### src/rtl/stack_controller.sv
// Stack sequencer: owns the stack pointer and drives a dual-port memory.
// Serves PUSH/POP/TOP/CLEAR over a 4-phase req/ack handshake.
module stack_controller #(
   parameter int N           = 1024,
   parameter int M           = 32,
   parameter int IND_SIZE    = $clog2(N),
   parameter int WAIT_CYCLES = 2
) (
   input  logic                clock,
   input  logic                reset,
   input  logic                req,
   input  logic [1:0]          op,
   input  logic [M-1:0]        data_in,
   output logic                ack,
   output logic [M-1:0]        data_out,
   output logic                err,
   output logic                empty,
   output logic                full,
   output logic [IND_SIZE-1:0] mem_ind1,
   output logic [IND_SIZE-1:0] mem_ind2,
   output logic [M-1:0]        mem_in,
   output logic                mem_beta,
   input  logic [M-1:0]        mem_out2
);

   localparam int CW = (WAIT_CYCLES > 1) ? $clog2(WAIT_CYCLES) : 1;

   localparam logic [1:0] OP_PUSH  = 2'b00;
   localparam logic [1:0] OP_POP   = 2'b01;
   localparam logic [1:0] OP_TOP   = 2'b10;
   localparam logic [1:0] OP_CLEAR = 2'b11;

   localparam logic [IND_SIZE:0]   SP_ONE   = 1;
   localparam logic [IND_SIZE:0]   SP_FULL  = (IND_SIZE+1)'(N);
   localparam logic [IND_SIZE-1:0] IND_ONE  = 1;
   localparam logic [CW-1:0]       CNT_ONE  = 1;
   localparam logic [CW-1:0]       CNT_INIT = CW'(WAIT_CYCLES - 1);

   typedef enum logic [1:0] {
      S_IDLE,
      S_WRITE,
      S_WAIT,
      S_DONE
   } state_t;

   state_t            state;
   state_t            next;
   logic [IND_SIZE:0] sp;
   logic [CW-1:0]     counter;
   logic [1:0]        op_q;
   logic              reject;

   assign empty    = (sp == '0);
   assign full     = (sp == SP_FULL);
   assign mem_ind2 = sp[IND_SIZE-1:0] - IND_ONE;

   // A request that cannot be served from the current fill level.
   assign reject = ((op == OP_PUSH) && full) ||
                   (((op == OP_POP) || (op == OP_TOP)) && empty);

   // State register.
   always_ff @(posedge clock) begin
      if (reset) state <= S_IDLE;
      else       state <= next;
   end

   // Next-state selection.
   always_comb begin
      next = state;
      unique case (state)
         S_IDLE: begin
            if (req) begin
               if (reject || (op == OP_CLEAR)) next = S_DONE;
               else if (op == OP_PUSH)         next = S_WRITE;
               else                            next = S_WAIT;
            end
         end
         S_WRITE: next = S_DONE;
         S_WAIT:  if (counter == '0) next = S_DONE;
         S_DONE:  if (!req) next = S_IDLE;
         default: next = S_IDLE;
      endcase
   end

   // Stack pointer, memory port drive and handshake outputs.
   always_ff @(posedge clock) begin
      if (reset) begin
         sp       <= '0;
         counter  <= '0;
         op_q     <= OP_PUSH;
         ack      <= 1'b0;
         err      <= 1'b0;
         data_out <= '0;
         mem_beta <= 1'b0;
         mem_ind1 <= '0;
         mem_in   <= '0;
      end else begin
         unique case (state)
            S_IDLE: begin
               if (req) begin
                  op_q <= op;
                  if (reject) begin
                     err <= 1'b1;
                     ack <= 1'b1;
                  end else begin
                     err <= 1'b0;
                     unique case (op)
                        OP_PUSH: begin
                           mem_ind1 <= sp[IND_SIZE-1:0];
                           mem_in   <= data_in;
                           mem_beta <= 1'b1;
                        end
                        OP_POP, OP_TOP: counter <= CNT_INIT;
                        OP_CLEAR: begin
                           sp  <= '0;
                           ack <= 1'b1;
                        end
                        default: ;
                     endcase
                  end
               end
            end
            S_WRITE: begin
               mem_beta <= 1'b0;
               sp       <= sp + SP_ONE;
               ack      <= 1'b1;
            end
            S_WAIT: begin
               if (counter == '0) begin
                  data_out <= mem_out2;
                  if (op_q == OP_POP) sp <= sp - SP_ONE;
                  ack <= 1'b1;
               end else begin
                  counter <= counter - CNT_ONE;
               end
            end
            S_DONE: if (!req) ack <= 1'b0;
            default: ;
         endcase
      end
   end

endmodule

### config.mk
export PLATFORM = sky130hd
export DESIGN_NAME = stack_controller
export DESIGN_NICKNAME = d
export VERILOG_FILES = /design/src/rtl/stack_controller.sv
export SDC_FILE = /design/constraint.sdc
export NUM_CORES = 1
export LEC_CHECK = 0
export ABC_AREA = 1
export CAP_MARGIN = 20
export CORE_AREA = 3 3 133 84
export DETAILED_ROUTE_END_ITERATION = 10
export DIE_AREA = 0 0 136 87
export PLACE_DENSITY = 0.85
export REMOVE_ABC_BUFFERS = 1
export SLEW_MARGIN = 30
export SYNTH_ARGS = -nofsm -noshare
export SYNTH_HDL_FRONTEND = slang
export SYNTH_SLANG_ARGS = --single-unit
### constraint.sdc
create_clock -name clock -period 2.37 [get_ports clock]
set_input_delay 0.474 -clock clock [delete_from_list [all_inputs] [get_ports clock]]
set_output_delay 0.474 -clock clock [all_outputs]
set_load 0.005 [all_outputs]
==> run metrics, run 1 <==
num ports=158; total power after layout=7.16 mW; leading cell type in the layout, fill and taps excluded=clkdlybuf4s50_1; global placement routability congestion=0.953; Inst Count DP=897; clock net sink count=93; Final Instance Count excl. Fillers=914; Max Transition Viols Final=0; area added between synthesis and finish=46.7%; number of buffers added by the clock tree synthesis step=9; clock-pin slew reported for the worst setup and hold paths after clock tree synthesis=0.07 ns; number of warnings reported in the yosys synthesis log=0; Netlist cell types=29; die extent in x=136 µm; critical path data arrival time=1.83 ns; Die Y-Extent=87 µm; clock period minus worst slack=2.30 ns; # hold bufs at CTS=0; number of iterations in the first detailed-routing pass=6; Power Dens Cells=1100 nW/µm²; via count of the first global-routing pass=4,512; TNS Setup=0 ns; most used cells in the layout excluding fill and tap cells=clkdlybuf4s50_1 (148), nand2_1 (116), dfxtp_1 (93); HPWL Detailed=10.0 mm; Final Routed Wirelength=13.6 mm; critical path class=register to output pin; RSZ-0062 raised after global routing=no; die outline area=11,800 µm²; category of the worst setup path launch point=register; H-tree level count=3; number of register bits inferred by synthesis=93; later-pin clock latency in the skew report=0.34 ns; ANT nets after route=0; leakage power figure=2.66 nW; Detailed Route Iter0 Violations=458; number of endpoints failing setup at the final stage=0; Worst VDD drop=0.589 mV; slew margin rel.=61.4%; final clock skew=0.00930 ns; residual overflow from global routing=0; antenna violations before repair=0; number of violations of the max-capacitance limit=0; CTS Root Buffer Type=clkbuf_16; nature of the critical path endpoint=output pin; buffers from clock root to sink, at most=2; Hold Violations, Final=0; Initial Util=45.1%; n_diodes=0; PortBufs=157; pre-CTS worst setup slack=-0.0616 ns; CP max-delay cell=clkdlybuf4s50_1; aggregate global-route resource usage=22.9%; worst path cell trace=buf_4, inv_2, ha_4, xor2_1, clkdlybuf4s50_1; Worst Path Required=1.90 ns; slew at the pin with the worst max-slew slack=0.579 ns; final cycle utilization of the critical path=97.1%; critical-path maximum fanout=6; clock tree from TritonCTS=built; detailed-route vias per instance=5.17; average cell area after synthesis=7.22 µm²; average wire length per cell after detail routing=14.9 µm; fmax=0.434 GHz; first-pass GRT wire length=22.0 mm; total via count in the routed design=4,726; setup slack of the critical path after layout=0.0676 ns; standard-cell rows=28; run status=finished, final reports clean; delay contributed by the slowest stage of the critical path=0.54 ns; class of the most critical hold timing path=register to register; number of nets in the layout=856; core area=9880 µm²; cell area after synthesis=4450 µm²; gate count of the mapped netlist=617; share of post-route cells with drive strength above 1=10.3%; DR DRC count=0; pin count of the biggest net entering global routing=54; fraction of the yosys area taken by sequential cells=41.8%
worst paths after layout:
| path | from | to | slack [ns] | cells after the start |
|---|---|---|---|---|
| hold reg to reg | mem_beta | mem_beta | 0.45 | 2 |
| setup / recovery | sp[1] | mem_ind2[2] | 0.07 | 5 |
| setup reg to reg | state[0] | sp[8] | 0.20 | 12 |
| hold / removal | mem_beta | mem_beta | 0.45 | 2 |
report_power, final:
part / internal, mW / switching, mW
Combinational: 1.68 / 1.98
Sequential: 1.90 / 0.197
Clock: 0.735 / 0.658
per-stage QoR:
stage	area [µm²]	hold slack [ns]	util (%)
3_3_place_gp	6180	0.438	62.6
6_report	6530	0.453	66.1
4_1_cts	6520	0.453	66.0
5_1_grt	6530	0.469	66.1
2_1_floorplan	4230	0.432	-
3_5_place_dp	6180	0.442	62.6
registers in the layout, indices dropped and copies added (netlist names):
signal,flops
mem_beta,1
state,2
counter,1
mem_ind1,10
data_out,32
mem_in,32
ack,1
err,1
op_q,2
sp,11
cell usage after synthesis:
| library cell | instances | share of area [%] |
|---|---|---|
| a21oi_1 | 71 | 8.0 |
| a31oi_1 | 2 | 0.28 |
| buf_2 | 7 | 0.79 |
| buf_4 | 2 | 0.34 |
| buf_6 | 8 | 2.0 |
| clkbuf_1 | 21 | 1.8 |
| dfxtp_1 | 93 | 42 |
| ha_1 | 13 | 3.7 |
| inv_1 | 43 | 3.6 |
| inv_2 | 2 | 0.17 |
| inv_4 | 1 | 0.14 |
| nand2_1 | 117 | 9.9 |
| nand2_2 | 3 | 0.42 |
| nand2_4 | 3 | 0.76 |
| nand3_1 | 60 | 6.7 |
| nand4_1 | 6 | 0.84 |
| nor2_1 | 87 | 7.3 |
| nor2_2 | 5 | 0.70 |
| nor2_4 | 5 | 1.3 |
| nor3_1 | 2 | 0.22 |
| nor4_4 | 1 | 0.48 |
| o21a_1 | 1 | 0.17 |
| o21ai_0 | 43 | 4.8 |
| o21ai_1 | 3 | 0.34 |
| o21bai_1 | 3 | 0.51 |
| o21bai_2 | 2 | 0.51 |
| or2_2 | 2 | 0.28 |
| xnor2_1 | 1 | 0.20 |
| xor2_1 | 10 | 2.0 |
logic make-up after synthesis:
family                   count (synthesis)  synth area share (%)
AND/OR/NAND/NOR                        291                  28.9
AO/OA/AOI/OAI                          125                  14.6
flip-flops                              93                  41.8
buffers and inverters                   84                  8.85
adder cells (fa/ha/maj)                 13                  3.65
XOR/XNOR                                11                  2.16
worst max-delay path: cells and delay by family, from the launching register on:
family,cells,cell delay (ns)
buf+inv,3,0.80
flops,1,0.32
xor+xnor,1,0.22
fa+ha+maj,1,0.15
routing by layer:
layer / vias up / track usage, % / wire (µm)
li1: 2314 / - / -
met1: 2179 / 31.3 / 6110
met2: 210 / 35.7 / 6060
met3: 23 / 6.76 / 1220
met5: - / 0 / 0
met4: 0 / 5.86 / 217
cell type report:
| class | instances | area (µm²) |
|---|---|---|
| Sequential cell | 93 | 1860 |
| Tap cell | 135 | 169 |
| Timing Repair Buffer | 184 | 1790 |
| Clock buffer | 9 | 225 |
| Clock inverter | 7 | 63.8 |
| Fill cell | 827 | 3350 |
| Inverter | 46 | 175 |
| Multi-Input combinational cell | 440 | 2250 |
timing repair:
item	CTS	global route
endpoints found under the setup margin	8	8
gates resized for setup	15	8
pin swaps	4	1
setup buffers	1	0
gates cloned	0	0
(Power assumes the default switching activity.)
==> inputs of run 2 (changes only) <==
Settings changed: TNS_END_PERCENT set to 1.
==> run 2 against run 1 <==
  * The flow now finishes with violations (negative setup slack)
  * Sequential share of layout area is 0.16 points higher
  * Routed wire length is 0.48% lower
  * Critical path depth is 2 higher
  * Design area is 0.57% lower
  * Clock skew hardly changed
  * Count of clock-buffer cells in the layout stayed put
  * Sequential power hardly changed
  * Setup slack worse by 0.17 ns
  * Sequential cell count stayed put
  * Non-clock buffer count is 1 lower
  * Critical path type unchanged
  * Critical endpoint is now mem_ind2[6]
  * Via count is 0.85% lower
  * Die area stayed put
==> run metrics, run 2 (synthesis gave the netlist of run 1 again) <==
number of nets in the layout=855; antenna violations before repair=0; pre-CTS worst setup slack=-0.0616 ns; Final Instance Area=6490 µm²; post-layout util=65.7%; clock tree from TritonCTS=built; nature of the critical path endpoint=output pin; standard-cell rows=28; internal cell power=4.30 mW; number of buffers added by the clock tree synthesis step=9; average wire length per cell after detail routing=14.8 µm; n_diodes=0; TNS Setup=-0.271 ns; worst r2r src=state[0]; part of the power in combinational logic=51.0%; delay-heaviest family, CP=buffers and inverters; area added between synthesis and finish=45.8%; pin count of the biggest net entering global routing=54; Max Transition Viols Final=0; num ports=158; number of iterations in the first detailed-routing pass=5; Post-Route Hold Slack=0.457 ns; residual overflow from global routing=0; detailed-route vias per instance=5.13; violations in the final reports=negative setup slack; leakage power figure=2.63 nW; Reg power frac=29.5%; clock net sink count=93; Detailed Route Iter0 Violations=467; total via count in the routed design=4,686; Switching Share=39.5%; Initial Util=45.1%; final clock skew=0.00900 ns; critical path data arrival time=2.00 ns; core area=9880 µm²; number of violations of the max-capacitance limit=0; endpoint of the worst register-to-register path=sp[8]; CP max-delay cell=clkdlybuf4s50_1; buffers from clock root to sink, at most=2; later-pin clock latency in the skew report=0.34 ns; critical path class=register to output pin; fmax=0.405 GHz; flop2flop setup slack=0.22 ns; Final Routed Wirelength=13.5 mm; biggest registers after layout=data_out (32), mem_in (32), sp (11); first-pass GRT wire length=21.8 mm; count of filler cells inserted in the layout=833; run status=finished, violations left; Power Dens Cells=1090 nW/µm²; category of the worst setup path launch point=register; most used cells in the layout excluding fill and tap cells=clkdlybuf4s50_1 (151), nand2_1 (116), dfxtp_1 (93); clock-pin slew reported for the worst setup and hold paths after clock tree synthesis=0.07 ns; worst reg2reg path depth=12; placed standard-cell area=6180 µm²; setup slack of the critical path after layout=-0.102 ns; clock period minus worst slack=2.47 ns; switching power total=2.81 mW; global placement routability congestion=0.953; RSZ-0062 raised after global routing=yes; leading cell type in the layout, fill and taps excluded=clkdlybuf4s50_1; Hold Violations, Final=0; CTS Root Buffer Type=clkbuf_16; die extent in x=136 µm; share of post-route cells with drive strength above 1=9.90%; delay contributed by the slowest stage of the critical path=0.51 ns; final cycle utilization of the critical path=104%; die outline area=11,800 µm²; HPWL Detailed=10.0 mm; slew margin rel.=61.2%; startpoint of the most critical setup path=sp[0]; critical-path maximum fanout=6; worst path cell trace=inv_1, buf_4, ha_2, nand2_2, nor2_1, xor2_1, clkdlybuf4s50_1; Worst VDD drop=0.581 mV; Crit path buffers/inverters=3; Worst Path Required=1.90 ns; critical path depth in cells=7; H-tree level count=3; clock power share=19.5%; DR DRC count=0; number of endpoints failing setup at the final stage=3; last element of the critical path=mem_ind2[6]; via count of the first global-routing pass=4,476; class of the most critical hold timing path=register to register; aggregate global-route resource usage=22.8%; PortBufs=157; Die Y-Extent=87 µm; ANT nets after route=0; slew at the pin with the worst max-slew slack=0.581 ns
[run 2: cell count changes in the layout (fill, tap and decap cells not counted), sizes merged]
cell,change
dlygate4sd2,-1
clkdlybuf4s50,+3
buf,-1
dlymetal6s2s,-2
[run 2: stage by stage]
| step | total power [mW] | instances |
|---|---|---|
| after global routing | 7.59 | 913 |
| final | 7.11 | 913 |
| after floorplan | 3.87 | 579 |
| after CTS | 7.14 | 913 |
| after global placement | 5.64 | 897 |
| after detailed placement | 5.73 | 897 |
[run 2: metal layers]
layer / vias to the layer above / global-route usage (%) / routed length [µm]
met5: - / 0 / 0
met2: 199 / 35.5 / 6050
met3: 23 / 6.76 / 1180
met4: 0 / 5.58 / 214
met1: 2153 / 31.2 / 6100
li1: 2311 / - / -
[run 2: cell type report]
class                      instances  area [µm²]  share of cell area, %
sequential                        93        1860                   28.7
timing repair buffer             183        1770                   27.3
inverter                          46         175                   2.70
multi-input combinational        440        2230                   34.3
tap                              135         169                   2.60
clock inverter                     7        63.8                  0.983
clock buffer                       9         225                   3.47
[run 2: worst min-delay path by stage]
stage,from,end,slack [ns],depth (start not counted)
final,op_q[1],op_q[1],0.46,2
after global routing,mem_beta,mem_beta,0.47,2
after floorplan,op_q[1],op_q[1],0.43,2
after detailed placement,mem_beta,mem_beta,0.44,2
after global placement,mem_beta,mem_beta,0.44,2
after CTS,mem_beta,mem_beta,0.45,2
[run 2: repair_timing]
item                                    CTS  global route
hold buffers                              0             0
resized for setup                         9             6
buffers inserted                          0             0
endpoints found under the setup margin    8            10
pin swaps                                 2             1
[run 2: worst register-to-register path, delay by kind of cell, from the launching register on]
family / cells / cell delay, ns
buf+inv: 4 / 0.51
fa+ha+maj: 1 / 0.24
flops: 1 / 0.33
simple gates: 3 / 0.39
compound gates: 4 / 0.60
[run 2: power groups by stage]
stage               clock network [mW]  registers [mW]  logic [mW]
floorplan                            0            2.14        1.72
global placement                     0            2.10        3.54
finish                            1.39            2.10        3.63
detailed placement                   0            2.12        3.61
global route                      1.49            2.13        3.97
CTS                               1.43            2.09        3.62
